`src/rtl/gate_response_misr.sv`:
```
`default_nettype none
// ============================================================================
// Module   : gate_response_misr
// Purpose  : Multiple-input signature register that compacts the response
//            vectors of a gate-netlist stage into a signature. A run starts on
//            a start pulse, absorbs NUM_VEC accepted beats, then compares the
//            final signature against a golden value and reports pass.
// Revision : 1.0 - initial release
// ----------------------------------------------------------------------------
// Ports
//   clk          in   single clock, rising-edge
//   rst          in   asynchronous active-high reset
//   start        in   one-cycle request to begin a run (IDLE/DONE only)
//   abort        in   cancel the current run (RUN only)
//   resp_valid   in   upstream response beat valid
//   resp_data    in   RESP_W netlist outputs, LSB first:
//                     N504,N505,N509,N510,N512,N513,N514,N515,N516,N517
//   resp_ready   out  block accepts a beat (high only in RUN)
//   expected_sig in   golden signature, sampled on the final beat
//   signature    out  current MISR contents
//   beat_cnt     out  beats accepted in this run
//   busy         out  high in RUN
//   done         out  high in DONE
//   pass         out  final signature matched expected_sig
// ============================================================================
module gate_response_misr #(
    parameter int               RESP_W  = 10,
    parameter int               SIG_W   = 16,
    parameter logic [SIG_W-1:0] POLY    = 16'h1021,
    parameter logic [SIG_W-1:0] SEED    = 16'h0000,
    parameter int               NUM_VEC = 256
) (
    input  logic              clk,
    input  logic              rst,
    input  logic              start,
    input  logic              abort,
    input  logic              resp_valid,
    input  logic [RESP_W-1:0] resp_data,
    output logic              resp_ready,
    input  logic [SIG_W-1:0]  expected_sig,
    output logic [SIG_W-1:0]  signature,
    output logic [15:0]       beat_cnt,
    output logic              busy,
    output logic              done,
    output logic              pass
);

    typedef enum logic [1:0] {
        ST_IDLE = 2'd0,
        ST_RUN  = 2'd1,
        ST_DONE = 2'd2
    } state_t;

    localparam logic [15:0] c_num_vec = 16'(NUM_VEC);

    state_t             state_q;
    logic [SIG_W-1:0]   signature_q;
    logic [15:0]        beat_cnt_q;
    logic               pass_q;
    logic               busy_q;
    logic               done_q;
    logic               ready_q;

    logic [SIG_W-1:0]   signature_d;
    logic [15:0]        beat_cnt_d;
    logic [SIG_W-1:0]   w_resp_ext;
    logic               w_last_beat;

    // Response is narrower than the signature; upper bits are zero-filled.
    assign w_resp_ext = SIG_W'(resp_data);

    // MISR step: shift left, fold the outgoing MSB back through the
    // polynomial taps, then mix in the parallel response word.
    always_comb begin
        signature_d = {signature_q[SIG_W-2:0], 1'b0}
                    ^ (signature_q[SIG_W-1] ? POLY : '0)
                    ^ w_resp_ext;
        beat_cnt_d  = beat_cnt_q + 16'd1;
    end

    // NUM_VEC is at most 65535, so the incremented count never wraps
    // before the run terminates.
    assign w_last_beat = (beat_cnt_d == c_num_vec);

    // Single-process FSM; all status outputs are registered so resp_ready
    // depends only on state, never on resp_valid.
    always_ff @(posedge clk or posedge rst) begin
        if (rst) begin
            state_q     <= ST_IDLE;
            signature_q <= SEED;
            beat_cnt_q  <= 16'd0;
            pass_q      <= 1'b0;
            busy_q      <= 1'b0;
            done_q      <= 1'b0;
            ready_q     <= 1'b0;
        end else begin
            case (state_q)
                ST_IDLE, ST_DONE: begin
                    // Start outranks abort here; abort is meaningless
                    // outside a run. DONE holds its results until start.
                    if (start) begin
                        state_q     <= ST_RUN;
                        signature_q <= SEED;
                        beat_cnt_q  <= 16'd0;
                        pass_q      <= 1'b0;
                        busy_q      <= 1'b1;
                        done_q      <= 1'b0;
                        ready_q     <= 1'b1;
                    end
                end

                ST_RUN: begin
                    // Start is ignored during a run. Abort wins over any
                    // beat presented in the same cycle; signature and count
                    // are left as they were for post-mortem inspection.
                    if (abort) begin
                        state_q <= ST_IDLE;
                        pass_q  <= 1'b0;
                        busy_q  <= 1'b0;
                        ready_q <= 1'b0;
                    end else if (resp_valid) begin
                        signature_q <= signature_d;
                        beat_cnt_q  <= beat_cnt_d;
                        if (w_last_beat) begin
                            state_q <= ST_DONE;
                            pass_q  <= (signature_d == expected_sig);
                            busy_q  <= 1'b0;
                            done_q  <= 1'b1;
                            ready_q <= 1'b0;
                        end
                    end
                end

                default: begin
                    state_q <= ST_IDLE;
                    pass_q  <= 1'b0;
                    busy_q  <= 1'b0;
                    done_q  <= 1'b0;
                    ready_q <= 1'b0;
                end
            endcase
        end
    end

    assign resp_ready = ready_q;
    assign signature  = signature_q;
    assign beat_cnt   = beat_cnt_q;
    assign busy       = busy_q;
    assign done       = done_q;
    assign pass       = pass_q;

endmodule
`default_nettype wire

```
`config.mk`:
```
export PLATFORM = sky130hd
export DESIGN_NAME = gate_response_misr
export DESIGN_NICKNAME = d
export VERILOG_FILES = /design/src/rtl/gate_response_misr.sv
export SDC_FILE = /design/constraint.sdc
export NUM_CORES = 1
export LEC_CHECK = 0
export ABC_AREA = 1
export CAP_MARGIN = 0
export CELL_PAD_IN_SITES_DETAIL_PLACEMENT = 0
export CELL_PAD_IN_SITES_GLOBAL_PLACEMENT = 2
export CORE_ASPECT_RATIO = 1.5
export CORE_UTILIZATION = 26
export CTS_CLUSTER_DIAMETER = 100
export DETAILED_ROUTE_END_ITERATION = 7
export PLACE_DENSITY_LB_ADDON = 0.1
export SLEW_MARGIN = 10
export SYNTH_ARGS = -nofsm -noshare
export SYNTH_HDL_FRONTEND = slang
export SYNTH_SLANG_ARGS = --single-unit
export TNS_END_PERCENT = 10
```
`constraint.sdc`:
```
create_clock -name clk -period 2.2 [get_ports clk]
set_clock_uncertainty 0.1 [all_clocks]
set_input_delay 0.22 -clock clk [delete_from_list [all_inputs] [get_ports clk]]
set_output_delay 0.22 -clock clk [all_outputs]
set_load 0.05 [all_outputs]
```
==> reports/metrics.yaml, run 1 <==
clock_network:
  cts_tree: "done"
  clock_latency_ns: 0.28
  htreeDepth: 2
  clockBufferDepth: 2
  root_buffer: "clkbuf_16"
  cts_hold_buffers: 0
  post_cts_buffers: 0
  numCtsBuffers: 5
  cts.sinks: 37
  clk_pin_slew_worst_paths_ns: 0.05
detailed_routing:
  via_per_inst: 4.46
  drt_iter0_drc: 101
  wl_mm: 6.86
  post_drt_wl_per_cell_um: 13.2
  drt_pre_antenna_iters: 4
  antenna_left: 0
  route.detailed.drc: 0
  via_count: 2321
timing:
  rsz0062_at_grt: "false"
  fin_crit_sh_pct: 89.1
  holdWs_ns: 0.265
  max_clock_freq_mhz: 510
  setup_violations: 0
  finalHoldViolations: 0
  period_needed_ns: 1.96
  slew_headroom_pct: 63.6
  tightest_slew_ns: 0.545
  fin_tns_setup_ns: 0
  finalMaxSlewViolations: 0
pwr:
  seqPwrFrac_pct: 28.3
  p_per_area_mw_per_mm2: 1010
  swShare_pct: 43.2
  power_frac_comb_pct: 46.9
  clkPwrFrac_pct: 24.8
  vdd_ir_drop_max_v: 0.000528
  netSwitchingPower_w: 0.00147
  p_int_w: 0.00194
  p_leak_nw: 1.50
final_layout:
  drive_gt1_share_pct: 9.02
  multi_input_area_mm2: 0.00121
  antenna_cells: 0
  seqCellArea_um2: 928
  final_common_cell: "nand2_1"
  syn_to_final_growth_pct: 43.4
  n_fill_cell: 969
  final_cell_mix: "101 x nand2_1, 66 x clkdlybuf4s50_1, 54 x inv_1, 35 x dfrtp_1, 27 x nand3_1"
  final_nets: 442
status:
  status: "finished, final reports clean"
job:
  cap_violations: 0
synthesis:
  syn-num-nets: 367
  synthFlopType: "dfrtp_1"
  synth_edf_count: 0
  synthCells: 334
  synth_seq_area_share_pct: 39.3
  yosys_register_bits: 37
  ys_types: 25
  ys_async_sr_fraction_pct: 100
  yosysWarningCount: 0
  netlist_area_mm2: 0.00236
  avgSynthCellArea_um2: 7.06
die:
  die_x_um: 79.7
  fp-row-count: 42
  num_io_pins: 67
  dieHeight_um: 119
  coreArea_mm2: 0.00883
  die_area_mm2: 0.00946
  initial_core_util_pct: 26.7
place:
  dp_hpwl_mm: 5.36
  io_buffers: 66
  place_congestion: 0.794
setup_path:
  startpoint_type: "flop"
  cp_slowest_cell: "dfrtp_2"
  crit_chain: "ha_4, nand3_2, nor2_1, nand3_1, nand2_1, nand2_1, nor2_1, nand2_1, nor2_2, nand2_2, nand2_4, nand2_2, nand2_1, nand2_1"
  cp_common_cell: "nand2_1"
  end_kind: "flop"
  arrival_ns: 2.04
  criticalPathCategory: "flop to flop"
  cp_max_fo: 8
  slowest_delay_ns: 0.44
  cp_data_required_time_ns: 2.28
grt:
  grt_max_degree: 38
  grt_pass1_vias: 2465
  grt_overflow: 0
  grt_usage_pct: 16.6
  grt_pass1_wl_mm: 12.0
  antenna_found_initial: 0
hold_path:
  hold_path.class: "input port to async pin"
area by class of cell:
| type | count | share of cell area (%) |
|---|---|---|
| multi-input combinational | 235 | 35.8 |
| clock inverter | 1 | 0.889 |
| tap | 110 | 4.07 |
| inverter | 56 | 6.22 |
| timing repair buffer | 74 | 21.3 |
| sequential | 37 | 27.5 |
| clock buffer | 7 | 4.22 |
worst max-delay path: cells and delay by family, from the launching register on:
kind                     cells  cell delay (ns)
adder cells (fa/ha/maj)      1             0.18
flip-flops                   1             0.44
AND/OR/NAND/NOR             13             1.11
timing repair:
action,in CTS,in global routing
endpoints found under the hold margin,0,0
resized for setup,0,3
endpoints found under the setup margin,0,4
registers in the layout, indices dropped and copies added (netlist names):
| signal | count |
|---|---|
| resp_ready | 1 |
| beat_cnt | 16 |
| state_q | 2 |
| pass | 1 |
| done | 1 |
| signature | 16 |
synth_stat cells (all sizes together) (2+ instances only):
cell type    n  area, um^2
nor3         2        20.0
xnor2        6        52.6
nor2        30         138
nand3b       3        22.5
ha           2        25.0
o21ai       17        85.1
buf          3        17.5
nand3       30         165
o22ai       18         113
dfrtp       37         926
inv         56         210
nand2      106         415
clkbuf       3        11.3
xor2        10        87.6
nand4        8        50.1
metal layers:
metal | global-route usage [%] | routed length (um)
met2 | 30.7 | 3730
met1 | 18.8 | 2820
met3 | 2.93 | 212
met4 | 5.25 | 93
met5 | 0 | 0
power groups by stage:
stage	registers, W	clock network [W]	logic (W)
after global routing	0.000996	0.000895	0.00176
after global placement	0.000973	0	0.00161
after floorplan	0.00134	0	0.000647
after CTS	0.000962	0.000873	0.00161
final	0.000965	0.000847	0.00160
after detailed placement	0.000969	0	0.00161
logic make-up after synthesis:
family	Yosys count	share of synthesized area (%)
DFF	37	39.3
and+or+nand+nor	180	34.7
AOI/OAI and AO/OA	37	8.92
xor gates and xnor gates	16	5.94
buffers and inverters	62	10.1
adders and majority gates	2	1.06
path summary, 6_finish.rpt:
kind	startpoint	endpoint	slack, ns	depth (start not counted)
min in group clk	pass	pass	0.38	2
setup reg to reg	beat_cnt[0]	resp_ready	0.24	14
hold / removal	rst	signature[8]	0.26	3
hold reg to reg	pass	pass	0.38	2
max in group asynchronous	rst	beat_cnt[0]	1.35	3
setup / recovery	beat_cnt[0]	resp_ready	0.24	14
through the flow:
| stage | power [W] | cell area (um^2) | setup WS (ns) | util, % | cells |
|---|---|---|---|---|---|
| final | 0.00341 | 3380 | 0.239 | 38.3 | 520 |
| after global routing | 0.00365 | 3380 | 0.0437 | 38.3 | 520 |
| after CTS | 0.00345 | 3360 | 0.136 | 38.1 | 520 |
| after detailed placement | 0.00258 | 3190 | 0.147 | 36.1 | 512 |
| after global placement | 0.00259 | 3190 | 0.202 | 36.1 | 512 |
| after floorplan | 0.00199 | 2360 | 0.117 | - | 334 |
Power figures use the tool's default switching activity.
==> run 2: changes to the inputs <==
- SKIP_LAST_GASP: unset -> 1
==> results of run 2 <==
No change in the layout: final DEF, timing and power equal those of run 1.
